## config.mk

```make
export PLATFORM = sky130hd
export DESIGN_NAME = pipe_reg_elastic
export DESIGN_NICKNAME = d
export VERILOG_FILES = /design/src/rtl/pipe_reg_elastic.sv
export SDC_FILE = /design/constraint.sdc
export NUM_CORES = 1
export LEC_CHECK = 0
export ABC_AREA = 1
export CAP_MARGIN = 20
export CORE_MARGIN = 2
export CORE_UTILIZATION = 55
export DETAILED_ROUTE_END_ITERATION = 10
export PLACE_DENSITY_LB_ADDON = 0.12
export SETUP_SLACK_MARGIN = 0.2
export SYNTH_ARGS = -nofsm -noshare
export SYNTH_HDL_FRONTEND = slang
export SYNTH_SLANG_ARGS = --single-unit
```

## constraint.sdc

```tcl
create_clock -name CLK -period 2.6 [get_ports CLK]
set_input_delay 0.65 -clock CLK [delete_from_list [all_inputs] [get_ports CLK]]
set_output_delay 0.65 -clock CLK [all_outputs]
set_load 0.02 [all_outputs]
```

## src/rtl/pipe_reg_elastic.sv

```systemverilog
// Elastic DEPTH-stage pipeline register with valid/ready handshake at both ends.
// Supports bubble collapsing, backpressure stall, synchronous flush and a registered occupancy count.
module pipe_reg_elastic #(
    parameter  int WIDTH = 8,
    parameter  int DEPTH = 4,
    localparam int CW    = $clog2(DEPTH + 1)
) (
    input  logic             CLK,
    input  logic             Asynch_clr,
    input  logic             flush,
    input  logic             in_valid,
    output logic             in_ready,
    input  logic [WIDTH-1:0] in_data,
    output logic             out_valid,
    input  logic             out_ready,
    output logic [WIDTH-1:0] out_data,
    output logic [CW-1:0]    occupancy
);

    logic [DEPTH-1:0] v_q;
    logic [DEPTH-1:0] v_d;
    logic [WIDTH-1:0] d_q [DEPTH];
    logic [WIDTH-1:0] d_d [DEPTH];
    logic [CW-1:0]    occ_q;
    logic [CW-1:0]    occ_d;
    logic [DEPTH-1:0] adv;
    logic [CW-1:0]    v_count;
    logic             accept;
    logic             out_xfer;

    // A stage advances when any stage at or downstream of it is empty, or the output drains.
    always_comb begin
        adv = '0;
        for (int i = 0; i < DEPTH; i++) begin
            adv[i] = out_ready;
            for (int j = i; j < DEPTH; j++) begin
                adv[i] = adv[i] | !v_q[j];
            end
        end
    end

    assign in_ready  = adv[0] & !flush;
    assign accept    = in_valid & in_ready;
    assign out_xfer  = v_q[DEPTH-1] & out_ready;
    assign out_valid = v_q[DEPTH-1];
    assign out_data  = d_q[DEPTH-1];
    assign occupancy = occ_q;

    always_comb begin
        v_d = v_q;
        for (int i = 0; i < DEPTH; i++) begin
            d_d[i] = d_q[i];
        end

        if (adv[0]) begin
            v_d[0] = accept;
            if (accept) begin
                d_d[0] = in_data;
            end
        end

        for (int i = 1; i < DEPTH; i++) begin
            if (adv[i]) begin
                v_d[i] = v_q[i-1];
                if (v_q[i-1]) begin
                    d_d[i] = d_q[i-1];
                end
            end
        end

        // Flush only drops the valid flags; payload registers keep their contents.
        if (flush) begin
            v_d = '0;
            for (int i = 0; i < DEPTH; i++) begin
                d_d[i] = d_q[i];
            end
        end
    end

    always_comb begin
        occ_d = occ_q;
        if (flush) begin
            occ_d = '0;
        end else begin
            case ({accept, out_xfer})
                2'b10:   occ_d = occ_q + CW'(1);
                2'b01:   occ_d = occ_q - CW'(1);
                default: occ_d = occ_q;
            endcase
        end
    end

    always_ff @(posedge CLK or posedge Asynch_clr) begin
        if (Asynch_clr) begin
            v_q   <= '0;
            occ_q <= '0;
            for (int i = 0; i < DEPTH; i++) begin
                d_q[i] <= '0;
            end
        end else begin
            v_q   <= v_d;
            occ_q <= occ_d;
            for (int i = 0; i < DEPTH; i++) begin
                d_q[i] <= d_d[i];
            end
        end
    end

    always_comb begin
        v_count = '0;
        for (int i = 0; i < DEPTH; i++) begin
            v_count = v_count + CW'(v_q[i]);
        end
    end

    occ_matches_valids: assert property (@(posedge CLK) disable iff (Asynch_clr) occ_q == v_count);

endmodule

```

# == After elaboration in Yosys (flattened, before gate mapping) ==
# Cells that the tools add are included.
# totals
ff_bits,39
inputBits,13
output_inout_bits,13
elab_cells,48
# classes
add_sub_neg,2
n_eq_ne,2
muxes,7
bitwise,14
n_reduce_logical,14
# ops
operator,count
3-bit AND reduction,4
1-bit bitwise OR,10
2-bit nonzero test,4
3-bit case mux with 2 select lines,1
1-bit logical NOT,5
1-bit two-way mux,4
4-bit two-way mux,1
"3-bit by 1-bit adder with 3-bit output, second input constant",1
1-bit bitwise AND,3
3-bit two-way mux,1
3-bit nonzero test,1
"3-bit by 1-bit subtractor with 3-bit output, second input constant",1
"2-bit by 1-bit equality test with 1-bit output, second input constant",1
"2-bit equality test, second input constant",1
1-bit NOT,1

# == Longest topological paths before layout ==
# depth
depth_word,10
depth_mapped,13
ltp_nobuf,13

# == Worst setup path after synthesis ==
# No wires, ideal clock.
# synth_path
path_kind,in2reg
startpoint,input port flush
endpoint,"register occ_q[2], in the netlist occupancy[2]"
setup_time_ns,0.116
t_arrival_ns,1.827
setup_slack_ns,0.656
cell_stages,11
path_cell_list,inv_2 > nand3_4 > nand2_4 > inv_2 > fa_1 > xnor2_1 > inv_1 > nand2_1 > nand2_1 > nand2_1 > nand2_1
# synth_between
elab_chain_len,6
word_cells_on_any_way,8
cone_classes,eq/ne: 2; mux: 2; bitwise: 2; reduce/logical: 2
# synth_lines
element,line_no,rtl
"start, declared",10,"input logic flush,"
1-bit logical NOT,42,assign in_ready = adv[0] & !flush;
1-bit bitwise AND,42,
1-bit bitwise AND,43,assign accept = in_valid & in_ready;
2-bit by 1-bit equality test with 1-bit output or 2-bit equality test (tied branches),85,"case ({accept, out_xfer})"
3-bit case mux with 2 select lines,85,
3-bit two-way mux,82,if (flush) begin
"end signal, assigned",96,occ_q <= '0;
"end signal, assigned",102,occ_q <= occ_d;
"end, declared",24,logic [CW-1:0] occ_q;
# Several ways; a longest one is shown, not always the timed one.
# A chain may end at the register's enable or synchronous reset.

# == Final worst setup path ==
# layout_path
startpoint,input port out_ready
endpoint,"register occ_q[2], in the netlist occupancy[2]"
# layout_between
elab_chain_len,9
word_cells_on_any_way,12
cone_classes,eq/ne: 2; mux: 2; bitwise: 7; reduce/logical: 1
# layout_lines
element,line_no,rtl
"start, declared",15,"input logic out_ready,"
1-bit bitwise OR (4 in a row),37,adv[i] = adv[i] | !v_q[j];
1-bit bitwise AND,42,
1-bit bitwise AND,43,
2-bit by 1-bit equality test with 1-bit output or 2-bit equality test (tied branches),85,
3-bit case mux with 2 select lines,85,
3-bit two-way mux,82,
# Several ways; a longest one is shown, not always the timed one.

==> parameters.txt <==
Parameter                              Value

Hold path
  Cells on Worst Hold Path    2
  Hold Crit Class    flop to flop
  Hold Crit Start    out_data[7]
  Endpoint with the worst hold slack    out_data[7]

Yosys
  Register area share after synthesis    0.577
  Compound-cell area share of the yosys netlist    0.118
  Net count of the mapped netlist    around 190
  Adder and majority gate portion of the synthesized area    0.0118
  Yosys cell types    24
  Synthesized instance count    174
  Syn avg cell area    just under 10 µm²
  YS warnings    0
  Flip-flop and latch count after synthesis    39
  Post-synthesis share of cell area spent on xor and xnor gates    0.00518
  Area of the mapped netlist    between 1500 and 2000 µm²
  Main combinational cell family by area after synthesis    simple AND/OR/NAND/NOR gates
  Simple-gate share of the synthesized area    0.174
  Portion of netlist area occupied by mux cells    0

Detailed routing
  Via count    1129
  Final wirelength    2590 µm
  Vias per Instance    slightly below 5
  WL per Instance    11.0 µm
  Drt first-iter violations    59
  First-pass iteration count of the detailed router    4
  DRC violations left    0
  DRT antenna net count    0

Clocking
  Clock latency at the later pin of the worst-skew pair    between 0.3 and 0.4 ns
  Number of buffers inserted during clock tree synthesis    5
  Cell chosen for the clock root    sky130_fd_sc_hd__clkbuf_4
  # hold bufs at CTS    0
  TritonCTS clock tree    yes
  Clock buffer depth    2
  Total clock sinks    39
  Register clock-pin slew on the reported worst setup and hold paths    around 0.11 ns
  Max H-tree Level    2

Critical path
  Critical-path top delay cell    sky130_fd_sc_hd__clkdlybuf4s50_1
  R2R cell count    14
  Kind of cell adding the most delay to the critical path    buffers and inverters
  Count of buffer and inverter cells on the critical path    4
  Worst setup path category    primary input to flop
  Critical path arrival    roughly 2.5 ns
  Reg-to-reg critical path endpoint    occupancy[2]
  Kind of capture point of the worst setup path    flop
  Max stage delay on crit path    around 0.5 ns
  Max Fanout on Critical Path    3
  Critical path data required time    2.84 ns
  Most frequent CP cell    sky130_fd_sc_hd__nand2_1
  Critical Path Start Type    primary input
  Flop-to-flop setup slack    0.68 ns
  CP cell instances    clkdlybuf4s50_1, nor2_2, buf_4, nand4_2, nand3_4, nand2_4, inv_2, fa_2, xnor2_2, inv_1, nand2_1, nand2_1, nand2_1, nand2_1
  Critical R2R Launch    v_q[3]

STA
  Min cycle time layout    2.26 ns
  Highest Clock Rate    about 0.44 GHz
  Max-slew violations    0
  Max-slew headroom at the worst pin    0.690
  Count of final setup violators    0
  Final cycle utilization of the critical path    0.870
  Final setup slack of the worst path    approximately 0.34 ns
  Setup TNS    0 ns
  Setup repair after global routing missed its margin    no
  Clock Skew    slightly below 0.008 ns
  Slew at the pin with the worst max-slew slack    0.465 ns
  Final Hold Viols    0

Finish
  Share of post-route cells with drive strength above 1    0.163
  Register cell area after layout    about 1000 µm²
  Fill cell count    246
  Area added between synthesis and finish    20.1%
  Post-route standard cell area excluding fillers    between 2000 and 2500 µm²
  Final cell count without fillers    235
  ANT cells    0
  Number of nets at the end of the flow    between 200 and 250
  Combined area of the multi-input logic cells    about 530 µm²

Floorplan
  Die Y-Extent    59.4 µm
  Core region area    about 3000 µm²
  Top-level I/O count    26
  Chip width    59.4 µm
  Full die area    roughly 3500 µm²
  Effective utilization at floorplan    0.568
  Row count    20

Place
  # placed instances    ~230
  Post-DP HPWL    around 1800 µm
  IO buf count    25
  Worst setup slack before clock tree synthesis    -0.0947 ns
  Gp weighted congestion    0.699
  Placement Cell Area    ~1900 µm²

Global route
  Antenna violations before repair    0
  Residual overflow from global routing    0
  Wire length of the first global-routing pass    approximately 4300 µm
  Via count of the first global-routing pass    999
  Largest net degree at the start of global routing    40
  Total global routing track utilization    0.169

Pwr
  Max rail drop VDD    0.457 mV
  Power per unit of standard cell area    732 nW/µm²
  Static Leak    1.01 nW

Run status
  Outcome    finished, final reports clean

Flow run
  Max-Cap Viols    0
## power breakdown
group	total [W]	switching (W)	internal (W)
Combinational	0.000307	0.000164	0.000142
Clock	0.000413	0.000186	0.000227
Sequential	0.000766	0.0000492	0.000717
## layout make-up
cell class                      instances  area share
Clock inverter                          2      0.0173
Inverter                               26      0.0481
Multi-Input combinational cell         97       0.262
Tap cell                               33      0.0203
Sequential cell                        39       0.481
Clock buffer                            6      0.0253
Timing Repair Buffer                   32       0.147
## worst register-to-register path, stage by stage (launching register included)
cell                      delay, ns
sky130_fd_sc_hd__dfrtp_1       0.41
sky130_fd_sc_hd__inv_1         0.07
sky130_fd_sc_hd__nor2_2        0.05
sky130_fd_sc_hd__buf_4         0.13
sky130_fd_sc_hd__nand4_2       0.10
sky130_fd_sc_hd__nand3_4       0.09
sky130_fd_sc_hd__nand2_4       0.08
sky130_fd_sc_hd__inv_2         0.04
sky130_fd_sc_hd__fa_2          0.35
sky130_fd_sc_hd__xnor2_2       0.18
sky130_fd_sc_hd__inv_1         0.06
sky130_fd_sc_hd__nand2_1       0.06
sky130_fd_sc_hd__nand2_1       0.06
sky130_fd_sc_hd__nand2_1       0.10
sky130_fd_sc_hd__nand2_1       0.05
## per-stage QoR
stage	power, W	utilization	hold slack, ns
3_3_place_gp	0.00107	0.651	0.465
3_5_place_dp	0.00109	0.651	0.472
2_1_floorplan	0.00100	-	0.454
5_1_grt	0.00158	0.682	0.520
6_report	0.00149	0.682	0.493
4_1_cts	0.00150	0.681	0.499
## worst max path at each step
stage / depth (start not counted) / slack (ns) / start / to
2_1_floorplan: 11 / 0.66 / flush / occupancy[2]
3_3_place_gp: 6 / -0.08 / out_ready / in_ready
3_5_place_dp: 6 / -0.09 / out_ready / in_ready
4_1_cts: 6 / 0.22 / out_ready / in_ready
5_1_grt: 14 / 0.23 / out_ready / occupancy[2]
6_report: 14 / 0.34 / out_ready / occupancy[2]
## cells in the final DEF, fill, tap and decap left out
cell / n
sky130_fd_sc_hd__nand2_2: 1
sky130_fd_sc_hd__bufinv_16: 1
sky130_fd_sc_hd__clkbuf_8: 1
sky130_fd_sc_hd__fa_2: 1
sky130_fd_sc_hd__nand4_1: 1
sky130_fd_sc_hd__inv_1: 22
sky130_fd_sc_hd__nand4_2: 1
sky130_fd_sc_hd__a21oi_1: 16
sky130_fd_sc_hd__nor2_1: 17
sky130_fd_sc_hd__xnor2_2: 1
sky130_fd_sc_hd__nand3_2: 1
sky130_fd_sc_hd__nor2_4: 1
sky130_fd_sc_hd__a31oi_1: 1
sky130_fd_sc_hd__nand2_4: 1
sky130_fd_sc_hd__buf_2: 1
sky130_fd_sc_hd__nand2_1: 29
sky130_fd_sc_hd__clkbuf_4: 5
sky130_fd_sc_hd__a21oi_2: 2
sky130_fd_sc_hd__nand3_1: 1
sky130_fd_sc_hd__clkdlybuf4s50_1: 24
sky130_fd_sc_hd__dfrtp_1: 39
sky130_fd_sc_hd__nand3_4: 3
sky130_fd_sc_hd__o21ai_1: 3
sky130_fd_sc_hd__inv_2: 4
sky130_fd_sc_hd__buf_4: 7
sky130_fd_sc_hd__o21ai_0: 16
sky130_fd_sc_hd__clkinv_2: 1
sky130_fd_sc_hd__nor2_2: 1
## cells in the mapped netlist
master	n	area share
sky130_fd_sc_hd__a21oi_2	2	0.010
sky130_fd_sc_hd__nand3_1	1	0.0030
sky130_fd_sc_hd__nor2_2	1	0.0037
sky130_fd_sc_hd__a31oi_1	1	0.0037
sky130_fd_sc_hd__o21ai_1	3	0.0089
sky130_fd_sc_hd__a21oi_1	16	0.047
sky130_fd_sc_hd__inv_2	4	0.0089
sky130_fd_sc_hd__nand2_1	29	0.064
sky130_fd_sc_hd__buf_4	9	0.040
sky130_fd_sc_hd__buf_6	2	0.013
sky130_fd_sc_hd__xnor2_1	1	0.0052
sky130_fd_sc_hd__inv_1	22	0.049
sky130_fd_sc_hd__nand2_2	1	0.0037
sky130_fd_sc_hd__nor2_4	1	0.0067
sky130_fd_sc_hd__dfrtp_1	39	0.58
sky130_fd_sc_hd__nor2_1	17	0.038
sky130_fd_sc_hd__o21ai_0	16	0.047
sky130_fd_sc_hd__nand4_1	1	0.0037
sky130_fd_sc_hd__nand3_4	3	0.031
sky130_fd_sc_hd__nand3_2	1	0.0059
sky130_fd_sc_hd__nand4_2	1	0.0074
sky130_fd_sc_hd__buf_2	1	0.0030
sky130_fd_sc_hd__fa_1	1	0.012
sky130_fd_sc_hd__nand2_4	1	0.0067
## registers in the layout, summed over array words and instances (netlist names)
register and count:
out_data 8, d_q 24, v_q 4, occupancy 3
## logic make-up after synthesis
family / Yosys count
buffers and inverters: 38
DFF: 39
and+or+nand+nor: 57
xor gates and xnor gates: 1
AOI/OAI and AO/OA: 38
adders and majority gates: 1
## per-layer routing
metal	part of all wire	track usage	up-vias
li1	-	-	591
met1	0.45	0.216	505
met2	0.48	0.251	26
met3	0.052	0.0699	7
met4	0.023	0.0779	0
met5	0	0	-
## what timing repair did
action | 4_1_cts | 5_1_grt
pin swaps | 0 | 2
endpoints found under the setup margin | 1 | 2
buffers inserted | 0 | 0
gates resized for setup | 4 | 3
No activity file was read; power rests on OpenSTA's default activity.
